**src/rtl/t_toggle_pkg.sv**
```systemverilog
// Shared types and defaults for the toggle decoder and its synchronizer.
package t_toggle_pkg;

    typedef enum logic {
        SETTLE = 1'b0,
        ARMED  = 1'b1
    } state_t;

    localparam int CNT_W_DEF      = 8;
    localparam int SETTLE_CYC_DEF = 4;
    localparam int SETTLE_W       = 8;

endpackage

```
**src/rtl/t_toggle_decoder_if.sv**
```systemverilog
// Event-count read/clear bus between the toggle decoder (master) and its consumer (slave).
interface t_toggle_decoder_if #(
    parameter int CNT_W = 8
);
    // Handshake: cnt_valid is high while evt_cnt != 0; a cycle with cnt_valid && cnt_ack
    // transfers evt_cnt and clears it (and ovf). cnt_ack with cnt_valid low is ignored.
    logic [CNT_W-1:0] evt_cnt;
    logic             cnt_valid;
    logic             cnt_ack;
    logic             ovf;

    modport master (
        output evt_cnt,
        output cnt_valid,
        output ovf,
        input  cnt_ack
    );

    modport slave (
        input  evt_cnt,
        input  cnt_valid,
        input  ovf,
        output cnt_ack
    );
endinterface

```
**src/rtl/t_toggle_sync.sv**
```systemverilog
// Two-flop synchronizer for a toggle line arriving from another clock domain.
module t_toggle_sync (
    input  logic clk,
    input  logic rst,
    input  logic d,
    output logic q
);
    logic meta;

    always_ff @(posedge clk or posedge rst) begin
        if (rst) begin
            meta <= 1'b0;
            q    <= 1'b0;
        end else begin
            meta <= d;
            q    <= meta;
        end
    end
endmodule

```
**src/rtl/t_toggle_decoder.sv**
```systemverilog
// Toggle-to-pulse decoder with a settle phase and a saturating, ack-cleared event count.
// Define T_TOGGLE_DECODER_SYNC_EN to put a 2-flop synchronizer in front of the sampler.
module t_toggle_decoder
    import t_toggle_pkg::*;
#(
    parameter int CNT_W      = CNT_W_DEF,
    parameter int SETTLE_CYC = SETTLE_CYC_DEF
) (
    input  logic                 clk,
    input  logic                 rst,
    input  logic                 tog_in,
    output logic                 pulse,
    output logic                 level,
    output logic                 armed,
    output state_t               state_dbg,
    t_toggle_decoder_if.master   cnt_bus
);
    localparam logic [SETTLE_W-1:0] SETTLE_LAST = SETTLE_W'(SETTLE_CYC - 1);

    logic s_in;

`ifdef T_TOGGLE_DECODER_SYNC_EN
    t_toggle_sync u_sync (
        .clk (clk),
        .rst (rst),
        .d   (tog_in),
        .q   (s_in)
    );
`else
    assign s_in = tog_in;
`endif

    logic                s_q;
    logic                s_prev;
    logic                tog_edge;
    state_t              state;
    state_t              state_nxt;
    logic [SETTLE_W-1:0] settle_cnt;
    logic [SETTLE_W-1:0] settle_nxt;
    logic                pulse_nxt;
    logic [CNT_W-1:0]    evt_cnt;
    logic [CNT_W-1:0]    cnt_nxt;
    logic                cnt_valid;
    logic                ovf;
    logic                ovf_nxt;
    logic                inc;
    logic                ack;

    assign tog_edge = s_q ^ s_prev;

    always_ff @(posedge clk or posedge rst) begin
        if (rst) begin
            s_q        <= 1'b0;
            s_prev     <= 1'b0;
            state      <= SETTLE;
            settle_cnt <= '0;
            pulse      <= 1'b0;
            evt_cnt    <= '0;
            cnt_valid  <= 1'b0;
            ovf        <= 1'b0;
        end else begin
            s_q        <= s_in;
            s_prev     <= s_q;
            state      <= state_nxt;
            settle_cnt <= settle_nxt;
            pulse      <= pulse_nxt;
            evt_cnt    <= cnt_nxt;
            cnt_valid  <= (cnt_nxt != '0);
            ovf        <= ovf_nxt;
        end
    end

    // The level present while settling becomes the reference; any edge restarts the wait.
    always_comb begin
        state_nxt  = state;
        settle_nxt = settle_cnt;
        pulse_nxt  = 1'b0;
        case (state)
            SETTLE: begin
                if (tog_edge) begin
                    settle_nxt = '0;
                end else if (settle_cnt == SETTLE_LAST) begin
                    state_nxt = ARMED;
                end else begin
                    settle_nxt = settle_cnt + 1'b1;
                end
            end
            ARMED: begin
                pulse_nxt = tog_edge;
            end
            default: begin
                state_nxt = SETTLE;
            end
        endcase
    end

    // The event is counted from the pulse cycle, so an ack in that same cycle leaves count 1.
    assign inc = pulse;
    assign ack = cnt_bus.cnt_ack & cnt_valid;

    always_comb begin
        cnt_nxt = evt_cnt;
        ovf_nxt = ovf;
        if (ack) begin
            cnt_nxt = inc ? CNT_W'(1) : '0;
            ovf_nxt = 1'b0;
        end else if (inc) begin
            if (&evt_cnt) begin
                ovf_nxt = 1'b1;
            end else begin
                cnt_nxt = evt_cnt + 1'b1;
            end
        end
    end

    assign level             = s_q;
    assign armed             = (state == ARMED);
    assign state_dbg         = state;
    assign cnt_bus.evt_cnt   = evt_cnt;
    assign cnt_bus.cnt_valid = cnt_valid;
    assign cnt_bus.ovf       = ovf;
endmodule
```
**src/flat_wrapper.sv**
```systemverilog
// flat-port wrapper written by rule: the top's interface ports become plain ports
module t_toggle_decoder_flat import t_toggle_pkg::*;
#(
    parameter int CNT_W      = CNT_W_DEF,
    parameter int SETTLE_CYC = SETTLE_CYC_DEF
)
  (clk, rst, tog_in, pulse, level, armed, state_dbg, cnt_bus_evt_cnt, cnt_bus_cnt_valid, cnt_bus_ovf, cnt_bus_cnt_ack);
  t_toggle_decoder_if #(.CNT_W(CNT_W)) cnt_bus_i ();
  input  logic clk;
  input  logic rst;
  input  logic tog_in;
  output logic pulse;
  output logic level;
  output logic armed;
  output state_t state_dbg;
  output wire logic [$bits(cnt_bus_i.evt_cnt)-1:0] cnt_bus_evt_cnt;
  output wire logic [$bits(cnt_bus_i.cnt_valid)-1:0] cnt_bus_cnt_valid;
  output wire logic [$bits(cnt_bus_i.ovf)-1:0] cnt_bus_ovf;
  input wire logic [$bits(cnt_bus_i.cnt_ack)-1:0] cnt_bus_cnt_ack;
  assign cnt_bus_evt_cnt = cnt_bus_i.evt_cnt;
  assign cnt_bus_cnt_valid = cnt_bus_i.cnt_valid;
  assign cnt_bus_ovf = cnt_bus_i.ovf;
  assign cnt_bus_i.cnt_ack = cnt_bus_cnt_ack;
  t_toggle_decoder #(.CNT_W(CNT_W), .SETTLE_CYC(SETTLE_CYC)) u_core (.clk(clk), .rst(rst), .tog_in(tog_in), .pulse(pulse), .level(level), .armed(armed), .state_dbg(state_dbg), .cnt_bus(cnt_bus_i));
endmodule
```
**config.mk**
```make
export PLATFORM = sky130hd
export DESIGN_NAME = t_toggle_decoder_flat
export DESIGN_NICKNAME = d
export VERILOG_FILES = /design/src/rtl/t_toggle_pkg.sv /design/src/rtl/t_toggle_decoder_if.sv /design/src/rtl/t_toggle_sync.sv /design/src/rtl/t_toggle_decoder.sv /design/src/flat_wrapper.sv
export SDC_FILE = /design/constraint.sdc
export NUM_CORES = 1
export LEC_CHECK = 0
export CORE_MARGIN = 2
export CORE_UTILIZATION = 45
export CTS_CLUSTER_SIZE = 8
export DETAILED_ROUTE_END_ITERATION = 8
export GPL_ROUTABILITY_DRIVEN = 0
export PLACE_DENSITY = 0.79
export RECOVER_POWER = 50
export SETUP_SLACK_MARGIN = 0.05
export SYNTH_ARGS = -nofsm -noshare
export SYNTH_HDL_FRONTEND = slang
export SYNTH_SLANG_ARGS = --single-unit
```
**constraint.sdc**
```tcl
create_clock -name clk -period 4.1 [get_ports clk]
set_clock_uncertainty 0.05 [all_clocks]
set_input_delay 0.82 -clock clk [delete_from_list [all_inputs] [get_ports clk]]
set_output_delay 0.82 -clock clk [all_outputs]
set_load 0.05 [all_outputs]
```
* After elaboration in Yosys (flattened, before gate mapping)
Index checks and enable logic that the tools add are counted.
** Cells by class
- Add/sub/neg operators :: 2
- Eq/ne operators :: 2
- Mux-type cells :: 13
- Bitwise operators :: 3
- Reduce and logical (&&, ||, !) cells :: 6
** Operators by type and width (number)
- 8-bit two-way mux :: 5
- 8-bit by 1-bit adder with 8-bit output, second input constant :: 2
- 8-bit by 2-bit == test with 1-bit output, second input constant :: 1
- 1-bit two-way mux :: 8
- 8-bit AND reduction :: 1
- 8-bit nonzero test :: 1
- 2-bit AND reduction :: 2
- 2-bit nonzero test :: 2
- 2-bit by 1-bit inequality test with 1-bit output, second input constant :: 1
- 1-bit bitwise AND :: 1
- 1-bit NOT :: 1
- 1-bit XOR :: 1
** Storage, ports and cells
- Flip-flop bits (word level) :: 22
- Input bits :: 4
- Output and inout bits :: 14
- Word-level logic and storage cells :: 34

* Depth between registers and ports, before layout
Gate-level depths: netlist (run 1).
- Word-level depth :: 5
- Mapped depth :: 6
- Mapped depth without buffers :: 6

* Least setup slack after synthesis (run 1)
OpenSTA, ideal clock, no wires.
- Path kind :: reg2reg
- From :: register u_core.evt_cnt[0] (netlist: u_core.cnt_bus.evt_cnt[0])
- To :: register u_core.cnt_valid (netlist: u_core.cnt_bus.cnt_valid)
- Library setup time :: 138 ps
- Data arrival time :: 2050 ps
- Required time :: 3912 ps
- Path slack :: 1861 ps
- Stages on the path, launching flop included :: 7
- Buffers on the path :: 0
- Period minus slack after synthesis :: 2239 ps
- Cell sequence :: dfrtp_1 -> ha_1 -> nand4_1 -> o21ai_0 -> mux2i_1 -> o21bai_1 -> or4b_1
** Between the ends
- Longest elaborated chain between the ends :: 5
- Elaborated cells between the ends (all ways) :: 6
- Those cells by class :: add/sub (1); mux (3); reduce/logical (2)
** Ends and longest elaborated chain
- start, declared :: RTL line t_toggle_decoder.sv:41 : logic [CNT_W-1:0] evt_cnt;
- start signal, assigned :: RTL line t_toggle_decoder.sv:67 : evt_cnt <= cnt_nxt;
- 8-bit by 1-bit adder with 8-bit output or 8-bit AND reduction (tied branches) :: RTL line t_toggle_decoder.sv:111, t_toggle_decoder.sv:108
- 8-bit two-way mux :: RTL line t_toggle_decoder.sv:108 : if (&evt_cnt) begin
- 8-bit two-way mux (*) :: RTL line t_toggle_decoder.sv:107 : end else if (inc) begin
- 8-bit two-way mux (*) :: RTL line t_toggle_decoder.sv:104 : if (ack) begin
- 8-bit nonzero test (*) :: RTL line t_toggle_decoder.sv:68 : cnt_valid <= (cnt_nxt != '0);
- end signal, assigned :: RTL line t_toggle_decoder.sv:68
- end, declared :: RTL line t_toggle_decoder.sv:43 : logic cnt_valid;
Mark *: on every way between the ends. The rest lies on a longest branch, timed or not.
A chain may end at the register's enable or synchronous reset.

* Final worst setup path (run 1)
- From :: input port cnt_bus_cnt_ack
- To :: register u_core.cnt_valid (netlist: u_core.cnt_bus.cnt_valid)
** Between the ends
- Longest elaborated chain between the ends :: 3
** Ends and longest elaborated chain
- start, declared :: RTL line flat_wrapper.sv:19 : input wire logic [$bits(cnt_bus_i.cnt_ack)-1:0] cnt_bus_cnt_ack;
- 1-bit bitwise AND :: RTL line t_toggle_decoder.sv:99 : assign ack = cnt_bus.cnt_ack & cnt_valid;
- 8-bit two-way mux :: RTL line t_toggle_decoder.sv:104
- 8-bit nonzero test :: RTL line t_toggle_decoder.sv:68
No other way between the ends.

==> results.json, run 1 <==
{
  "crit_fanout": 12,
  "syn-cell-area_um2": 1130,
  "power_mw": 0.718,
  "post-route-min-period_ns": 2.68,
  "fillers": 249,
  "fin_util_pct": 55.7,
  "dp_cells": 163,
  "grt_max_degree": 23,
  "cp.required_ns": 4.24,
  "htree_levels": 1,
  "nets": 144,
  "fin_tns_setup_ns": 0,
  "clockBufferDepth": 2,
  "yosysWarnings": 0,
  "r2r_cells": 6,
  "synthArstFlopShare_pct": 100,
  "wl_per_cell_um": 12.8,
  "rows": 18,
  "power.density_nw_per_um2": 530,
  "slew_headroom_pct": 45.7,
  "fp.dieH_um": 54.1,
  "max_cap_viol_count": 0,
  "slowest_stage": "dlygate4sd3_1",
  "r2r_slack_ns": 2.05,
  "worst_r2r_endpoint": "u_core.cnt_bus.cnt_valid",
  "syn-num-nets": 125,
  "num_vias": 929,
  "ys_ff_latch": 22,
  "synth_edf_count": 0,
  "cts-buffers-inserted": 3,
  "crit_type": "in2reg",
  "drc": 0,
  "cts_root_buf": "clkbuf_4",
  "hp-class": "reg2reg",
  "cts_resized": 0,
  "r2r-start": "u_core.cnt_bus.evt_cnt[0]",
  "yosysMostFrequentCell": "dfrtp_1",
  "cp-end-kind": "register",
  "yosysTopAreaCell": "dfrtp_1",
  "multiInputGateArea_um2": 542,
  "grt_remaining_overflow": 0,
  "antenna_found_initial": 0,
  "hold_path_startpoint": "u_core.level",
  "drive_gt1_share_pct": 8.03,
  "cts_setup_buffers": 0,
  "finalNonFillerCells": 167,
  "drv_slew": 0,
  "ant_nets": 0,
  "ios": 18,
  "ys_types": 33,
  "max_slew.worst_pin.slew_ns": 0.814,
  "io_buffers": 17,
  "finalCritPeriodShare_pct": 65.5,
  "viasPerCell": 5.56,
  "synth_common_cells": "dfrtp_1 (22), nor2_1 (17), a21oi_1 (8), nand2_1 (8), nor3_1 (6)",
  "grt_pass1_wl_mm": 3.71,
  "whs_path_depth": 0,
  "yosysTopAreaCellShare_pct": 48.8,
  "firstDrtPassIters": 4,
  "setup_viol": 0,
  "drtIter0Drc": 17,
  "syn_inst": 119,
  "coreArea_um2": 2430,
  "die_x_um": 54.1,
  "critPathArrivalTime_ns": 2.83,
  "worstSetupStartpointType": "input pin",
  "leakagePower_nw": 0.609,
  "final.setup.worst_slack_ns": 1.42,
  "n_antenna_cell": 0,
  "die-area_um2": 2920,
  "hold_violations": 0,
  "clk_latency_ns": 0.30,
  "routed_wl_mm": 2.14,
  "cts_tree": "done",
  "start_util_pct": 46.3,
  "clock.fmax_ghz": 0.373,
  "grt_pass1_vias": 898,
  "rsz0062_at_grt": "no",
  "regArea_um2": 551,
  "cts.sinks": 22,
  "synth.avg_cell_area_um2": 9.47,
  "postCtsHoldBufs": 0,
  "yosys_most_used_dff": "dfrtp_1",
  "min_to": "u_core.s_prev",
  "layout-area-overhead-vs-synth_pct": 20.2,
  "post-place-ws_ns": 1.28,
  "ir_drop_uv": 358,
  "path_clk_slew_ns": 0.12,
  "hpwl_mm": 1.62,
  "crit_chain": "dlygate4sd3_1 > and2_0 > nor2_1 > a32o_2 > a211oi_2 > or4b_1",
  "seq_area_frac_synth_pct": 48.8,
  "slowest_delay_ns": 0.54,
  "status": "completed",
  "grt_use_total_pct": 17.5,
  "synth_area_leaders": "dfrtp_1 (49%), nor2_1 (5.7%), xor2_1 (3.9%), a21oi_1 (3.6%), mux2i_1 (3.6%)"
}
==> sequential cells by signal, indices dropped and copies added (netlist names) <==
name	cells
u_core.armed	1
u_core.cnt_bus.cnt_valid	1
u_core.cnt_bus.evt_cnt	8
u_core.cnt_bus.ovf	1
u_core.level	1
u_core.pulse	1
u_core.s_prev	1
u_core.settle_cnt	8
==> critical path: cells and delay by family <==
kind                   cells  cell delay, ns
buffers and inverters      1            0.54
AOI/OAI and AO/OA          2            0.44
and+or+nand+nor            3            1.02
==> cell families after synthesis <==
family	share of synthesized area [%]
simple gates	25.3
compound gates	12.3
flops	48.8
buf+inv	3.11
xor+xnor	4.66
mux	3.55
fa+ha+maj	2.22
==> worst max-delay path by stage <==
stage	from	to	slack [ns]	cells after the start
detailed placement	cnt_bus_cnt_ack	u_core.cnt_bus.cnt_valid	1.28	6
floorplan	u_core.cnt_bus.evt_cnt[0]	u_core.cnt_bus.cnt_valid	1.86	6
global route	cnt_bus_cnt_ack	u_core.cnt_bus.cnt_valid	1.31	6
CTS	u_core.cnt_bus.evt_cnt[3]	cnt_bus_evt_cnt[3]	1.53	1
finish	cnt_bus_cnt_ack	u_core.cnt_bus.cnt_valid	1.42	6
global placement	cnt_bus_cnt_ack	u_core.cnt_bus.cnt_valid	1.33	6
==> per-stage QoR <==
step | area, um2 | hold WS [ns]
after CTS | 1360 | 0.425
after floorplan | 1130 | 0.447
final | 1360 | 0.421
after detailed placement | 1320 | 0.398
after global placement | 1320 | 0.392
after global routing | 1360 | 0.439
==> cell type report <==
| class | count | area share (%) |
|---|---|---|
| inverters | 5 | 1.39 |
| multi-input cells | 89 | 40.0 |
| repair buffers | 17 | 12.6 |
| clock buffers | 4 | 2.68 |
| well taps | 30 | 2.77 |
| flip-flops and latches | 22 | 40.6 |
==> metal layers <==
metal / GRT usage [%] / vias up / share of wire (%)
li1: - / 462 / -
met3: 3.33 / 2 / 4.9
met4: 7.08 / 0 / 0.75
met1: 20.2 / 438 / 44
met2: 31.7 / 27 / 51
met5: 0 / - / 0
==> report_power, final <==
| group | switching (mW) | internal [mW] |
|---|---|---|
| Sequential | 0.0560 | 0.256 |
| Clock | 0.0614 | 0.0541 |
| Combinational | 0.186 | 0.104 |
==> cells in the final DEF, fill, tap and decap left out, drive strengths merged, types with 2 or more instances in the layout <==
master | netlist | final
nand2 | 9 | 9
ha | 2 | 2
a31oi | 3 | 3
a21oi | 8 | 8
or2 | 2 | 2
mux2i | 4 | 4
and3 | 4 | 4
dlygate4sd3 | 0 | 3
dfrtp | 22 | 22
nor3 | 6 | 6
inv | 5 | 5
o21ai | 6 | 6
nor2 | 17 | 17
o21bai | 2 | 2
and2 | 2 | 2
xor2 | 5 | 5
clkdlybuf4s50 | 0 | 14
nand4 | 5 | 5
clkbuf | 1 | 4
nand3 | 5 | 5
Note: power is estimated with default switching activity, not from simulation.
==> inputs of run 2 (changes only) <==
==> constraint.sdc (replaced) <==
create_clock -name clk -period 2.6 [get_ports clk]
set_clock_uncertainty 0.05 [all_clocks]
set_input_delay 0.52 -clock clk [delete_from_list [all_inputs] [get_ports clk]]
set_output_delay 0.52 -clock clk [all_outputs]
set_load 0.05 [all_outputs]
==> run 2 against run 1 <==
Net effect: setup slack lost 1.1 ns; register-to-register slack lost 1.6 ns; first-iteration DRC count shrank 41%; clock-buffer cell count is the same; sequential cell count is the same; worst hold slack is essentially flat; critical path type is now reg2out; critical endpoint is now cnt_bus_evt_cnt[3].
==> results.json, run 2 (same netlist as run 1, synthesis figures left out) <==
{
  "drive_gt1_share_pct": 8.57,
  "path_clk_slew_ns": 0.11,
  "wl_per_cell_um": 12.5,
  "power_frac_comb_pct": 41.0,
  "n_antenna_cell": 0,
  "p_int_mw": 0.661,
  "grt_pass1_vias": 876,
  "crit_type": "reg2out",
  "num_vias": 930,
  "grt_use_total_pct": 17.5,
  "viasPerCell": 5.47,
  "setup_viol": 0,
  "cts-buffers-inserted": 3,
  "p_sw_mw": 0.486,
  "leakagePower_nw": 0.618,
  "htree_levels": 1,
  "finalCritPeriodShare_pct": 87.0,
  "top_regs": "u_core.cnt_bus.evt_cnt: 8 flops, u_core.settle_cnt: 8 flops",
  "crit_fanout": 11,
  "rows": 18,
  "finalInstanceArea_um2": 1370,
  "rsz0062_at_grt": "no",
  "ios": 18,
  "power.density_nw_per_um2": 838,
  "coreArea_um2": 2430,
  "cts.sinks": 22,
  "ir_drop_uv": 519,
  "grt_max_degree": 23,
  "crit_chain": "clkdlybuf4s50_1",
  "die-area_um2": 2920,
  "fin_util_pct": 56.3,
  "clock.fmax_ghz": 0.442,
  "fin_tns_setup_ns": 0,
  "cp.required_ns": 2.03,
  "firstDrtPassIters": 4,
  "layout-area-overhead-vs-synth_pct": 21.5,
  "layout_commonest_cell": "dfrtp_1",
  "post-route-min-period_ns": 2.26,
  "place_area_um2": 1340,
  "ant_nets": 0,
  "clk_latency_ns": 0.30,
  "max_slew.worst_pin.slew_ns": 1.16,
  "hpwl_mm": 1.57,
  "critPathArrivalTime_ns": 1.69,
  "antenna_found_initial": 0,
  "drc": 0,
  "cts_resized": 0,
  "hold_violations": 0,
  "fp.dieH_um": 54.1,
  "worstSetupStartpointType": "register",
  "max_cap_viol_count": 0,
  "cts_setup_buffers": 0,
  "seqPwrFrac_pct": 43.1,
  "swShare_pct": 42.4,
  "grt_pass1_wl_mm": 3.65,
  "grt_remaining_overflow": 0,
  "drv_slew": 0,
  "layout_common_cells": "dfrtp_1 (22), nor2_1 (17), clkdlybuf4s50_1 (15)",
  "status": "completed",
  "critPathTopFamily": "buffers and inverters",
  "clockBufferDepth": 2,
  "cp-end-kind": "output port",
  "nets": 147,
  "slew_headroom_pct": 22.8,
  "clkPwrFrac_pct": 15.9,
  "io_buffers": 17,
  "hp-class": "reg2reg",
  "slowest_stage": "clkdlybuf4s50_1",
  "die_x_um": 54.1,
  "cts_root_buf": "clkbuf_4",
  "cts_tree": "done",
  "crit_buf_inv": 1,
  "drtIter0Drc": 10,
  "routed_wl_mm": 2.13,
  "start_util_pct": 46.3,
  "postCtsHoldBufs": 0,
  "slowest_delay_ns": 0.86
}
==> run 2: cell count changes in the layout (fill, tap and decap cells not counted) <==
| cell | before | now |
|---|---|---|
| and2_0 | 1 | 0 |
| buf_4 | 0 | 1 |
| clkbuf_1 | 0 | 2 |
| o21ai_0 | 6 | 5 |
| dlygate4sd3_1 | 3 | 2 |
| o21ai_1 | 0 | 1 |
| and2_1 | 0 | 1 |
| clkdlybuf4s50_1 | 14 | 15 |
==> run 2: metrics by stage <==
| step | setup slack (ns) | hold WS [ns] | cells | power (mW) |
|---|---|---|---|---|
| floorplan | 0.361 | 0.447 | 119 | 0.830 |
| global placement | 0.284 | 0.394 | 166 | 0.963 |
| detailed placement | 0.253 | 0.404 | 166 | 0.973 |
| CTS | 0.332 | 0.430 | 170 | 1.16 |
| global route | 0.237 | 0.448 | 170 | 1.23 |
| finish | 0.338 | 0.421 | 170 | 1.15 |
==> run 2: layer usage <==
metal | vias up | track usage (%) | wire [um]
li1 | 464 | - | -
met1 | 430 | 20.2 | 933
met2 | 28 | 30.1 | 1010
met3 | 8 | 3.06 | 111
met4 | 0 | 10.4 | 68
met5 | - | 0 | 0
==> run 2: worst paths after layout <==
kind	startpoint	depth (start not counted)	slack [ns]	to
min	u_core.level	0	0.42	u_core.s_prev
min reg2reg	u_core.level	0	0.42	u_core.s_prev
max in group asynchronous	rst	3	0.85	u_core.settle_cnt[4]
max	u_core.cnt_bus.evt_cnt[3]	1	0.34	cnt_bus_evt_cnt[3]
max reg2reg	u_core.cnt_bus.evt_cnt[0]	6	0.46	u_core.cnt_bus.cnt_valid
min in group asynchronous	rst	3	0.96	u_core.cnt_bus.cnt_valid
==> run 2: power by group through the flow <==
stage / Sequential (mW) / Combinational (mW) / Clock (mW)
final: 0.494 / 0.471 / 0.182
after detailed placement: 0.499 / 0.475 / 0
after global placement: 0.497 / 0.466 / 0
after floorplan: 0.616 / 0.214 / 0
after global routing: 0.510 / 0.514 / 0.207
after CTS: 0.493 / 0.477 / 0.191
==> run 2: final cells by class <==
class / instances / area [um2]
clock buffer: 4 / 36.3
tap: 30 / 37.5
sequential: 22 / 551
inverter: 5 / 18.8
timing repair buffer: 20 / 185
fill: 234 / 1060
multi-input combinational: 89 / 542
==> inputs of run 3 (changes only) <==
--- a/config.mk
+++ b/config.mk
@@ -5,12 +5,13 @@
 export SDC_FILE = /design/constraint.sdc
 export NUM_CORES = 1
 export LEC_CHECK = 0
+export ABC_AREA = 1
 export CORE_MARGIN = 2
 export CORE_UTILIZATION = 45
 export CTS_CLUSTER_SIZE = 8
 export DETAILED_ROUTE_END_ITERATION = 8
 export GPL_ROUTABILITY_DRIVEN = 0
-export PLACE_DENSITY = 0.79
+export PLACE_DENSITY = 0.78
 export RECOVER_POWER = 50
 export SETUP_SLACK_MARGIN = 0.05
 export SYNTH_ARGS = -nofsm -noshare
==> run 3 against run 2 <==
Net effect: fmax fell by 2.6%; non-clock buffer count is 2 lower; worst hold slack got worse by 0.035 ns; setup slack got worse by 0.060 ns; register-to-register slack better by 0.14 ns; critical path depth unchanged; die area increased by 12%; clock-buffer cell count did not move; core utilization shrank 2.2 points; via count grew 18%; synthesized cell count is 41% higher; critical path type unchanged; largest power group is now combinational logic.
==> results.json, run 3 <==
{
  "ys_ff_latch": 22,
  "final.setup.worst_slack_ns": 0.278,
  "power.density_nw_per_um2": 826,
  "io_buffers": 17,
  "path_clk_slew_ns": 0.12,
  "critPathArrivalTime_ns": 1.75,
  "num_vias": 1093,
  "grt_use_total_pct": 15.9,
  "die_x_um": 57.1,
  "drive_gt1_share_pct": 6.45,
  "firstDrtPassIters": 4,
  "grt_pass1_vias": 1046,
  "ios": 18,
  "clk_latency_ns": 0.31,
  "slowest_delay_ns": 0.87,
  "r2r_slack_ns": 0.60,
  "rows": 19,
  "layout-area-overhead-vs-synth_pct": 15.6,
  "htree_levels": 1,
  "hold_violations": 0,
  "yosysWarnings": 0,
  "cts_resized": 0,
  "coreArea_um2": 2710,
  "worst_r2r_endpoint": "u_core.settle_cnt[4]",
  "cp-end-kind": "output port",
  "worstSetupStartpointType": "register",
  "synth.avg_cell_area_um2": 7.55,
  "synth_area_leaders": "dfrtp_1 (43%), nand2_1 (16%), inv_1 (8.0%), nand3_1 (7.1%), nor2_1 (3.6%)",
  "drv_slew": 0,
  "crit_fanout": 13,
  "clockBufferDepth": 2,
  "crit_chain": "clkdlybuf4s50_1",
  "viasPerCell": 5.04,
  "syn-num-nets": 174,
  "wl_per_cell_um": 10.9,
  "status": "completed",
  "grt_remaining_overflow": 0,
  "post-route-min-period_ns": 2.32,
  "start_util_pct": 46.8,
  "synth_edf_count": 0,
  "cts-buffers-inserted": 3,
  "die-area_um2": 3260,
  "grt_max_degree": 23,
  "clock.fmax_ghz": 0.431,
  "crit_buf_inv": 1,
  "power_mw": 1.21,
  "finalCritPeriodShare_pct": 89.3,
  "cts_root_buf": "clkbuf_4",
  "seq_area_frac_synth_pct": 43.4,
  "yosysTopAreaCell": "dfrtp_1",
  "whs_path_depth": 0,
  "cp.required_ns": 2.03,
  "fillers": 284,
  "slew_headroom_pct": 24.4,
  "layout_commonest_cell": "nand2_1",
  "hp-class": "reg2reg",
  "cp-startpoint": "u_core.pulse",
  "yosys_most_used_dff": "dfrtp_1",
  "drtIter0Drc": 26,
  "min_to": "u_core.s_prev",
  "cts_tree": "done",
  "dp_cells": 213,
  "drc": 0,
  "leakagePower_nw": 0.774,
  "postCtsHoldBufs": 0,
  "max_cap_viol_count": 0,
  "critPathTopFamily": "buffers and inverters",
  "finalNonFillerCells": 217,
  "routed_wl_mm": 2.37,
  "slowest_stage": "clkdlybuf4s50_1",
  "antenna_found_initial": 0,
  "ant_nets": 0,
  "fp.dieH_um": 57.1,
  "hpwl_mm": 1.84,
  "ir_drop_uv": 652,
  "max_slew.worst_pin.slew_ns": 1.13,
  "yosysMostFrequentCell": "nand2_1",
  "fin_tns_setup_ns": 0,
  "n_antenna_cell": 0,
  "cts_setup_buffers": 0,
  "ys_types": 25,
  "top_regs": "u_core.cnt_bus.evt_cnt: 8 flops, u_core.settle_cnt: 8 flops",
  "r2r_cells": 6,
  "setup_viol": 0,
  "synth_common_cells": "nand2_1 (55), inv_1 (27), dfrtp_1 (22), nand3_1 (18), nor2_1 (12)",
  "nets": 193,
  "syn_inst": 168,
  "r2r-start": "u_core.level",
  "syn-cell-area_um2": 1270,
  "crit_type": "reg2out",
  "yosysTopAreaCellShare_pct": 43.4,
  "rsz0062_at_grt": "no",
  "grt_pass1_wl_mm": 4.08,
  "cts.sinks": 22,
  "hold_path_startpoint": "u_core.level",
  "layout_common_cells": "nand2_1 (56), inv_1 (27), dfrtp_1 (22)",
  "post-place-ws_ns": 0.622,
  "synthArstFlopShare_pct": 100
}
-- run 3: changes by cell type after synthesis, sizes merged, moves of 3 or more --
cell,change
a21oi,-8
nand3,+14
nor2,-4
a31oi,-3
nand2,+47
xnor2,+3
xor2,-4
mux2i,-4
nor3,-4
and3,-4
inv,+22
-- run 3: worst register-to-register path: cells and delay by family, from the launching register on --
family	cells	cell delay (ns)
flops	1	0.42
xor+xnor	1	0.60
buf+inv	1	0.12
simple gates	4	0.70
-- run 3: logic make-up after synthesis --
| family | Yosys count | share of synthesized area [%] |
|---|---|---|
| AOI/OAI and AO/OA | 10 | 5.52 |
| and+or+nand+nor | 98 | 34.2 |
| DFF | 22 | 43.4 |
| xor gates and xnor gates | 5 | 4.04 |
| adders and majority gates | 2 | 1.97 |
| buffers and inverters | 31 | 10.8 |
-- run 3: worst max path at each step --
stage	end	slack [ns]	cells after the start
3_3_place_gp	pulse	0.65	1
4_1_cts	pulse	0.28	1
3_5_place_dp	pulse	0.62	1
5_1_grt	pulse	0.20	1
2_1_floorplan	u_core.cnt_bus.cnt_valid	0.83	10
6_report	pulse	0.28	1
-- run 3: report_power, final --
part | switching (mW) | leakage, nW | internal, mW
sequential | 0.0805 | 0.288 | 0.406
combinational | 0.366 | 0.464 | 0.175
clock | 0.0987 | 0.0210 | 0.0855
total | 0.545 | 0.774 | 0.667
-- run 3: metal layers --
| layer | vias to the layer above | GRT usage (%) | part of all wire (%) | wire length (um) |
|---|---|---|---|---|
| met5 | - | 0 | 0 | 0 |
| met4 | 0 | 9.97 | 2.7 | 64 |
| met3 | 6 | 2.27 | 5.1 | 122 |
| met2 | 33 | 28.7 | 51 | 1210 |
| met1 | 495 | 17.4 | 41 | 981 |
| li1 | 559 | - | - | - |
-- run 3: per-stage QoR --
stage               area, um2  hold WS [ns]  utilization [%]
CTS                      1490         0.422             54.8
detailed placement       1450         0.394             53.5
global route             1470         0.401             54.1
floorplan                1270         0.429                -
finish                   1470         0.386             54.1
global placement         1450         0.384             53.5
-- run 3: area by class of cell --
type                            count  area (um2)  area share, %
Multi-Input combinational cell    115         566           38.6
Sequential cell                    22         551           37.5
Timing Repair Buffer               18         174           11.9
Inverter                           27         101           6.91
Tap cell                           31        38.8           2.65
Clock buffer                        4        36.3           2.47
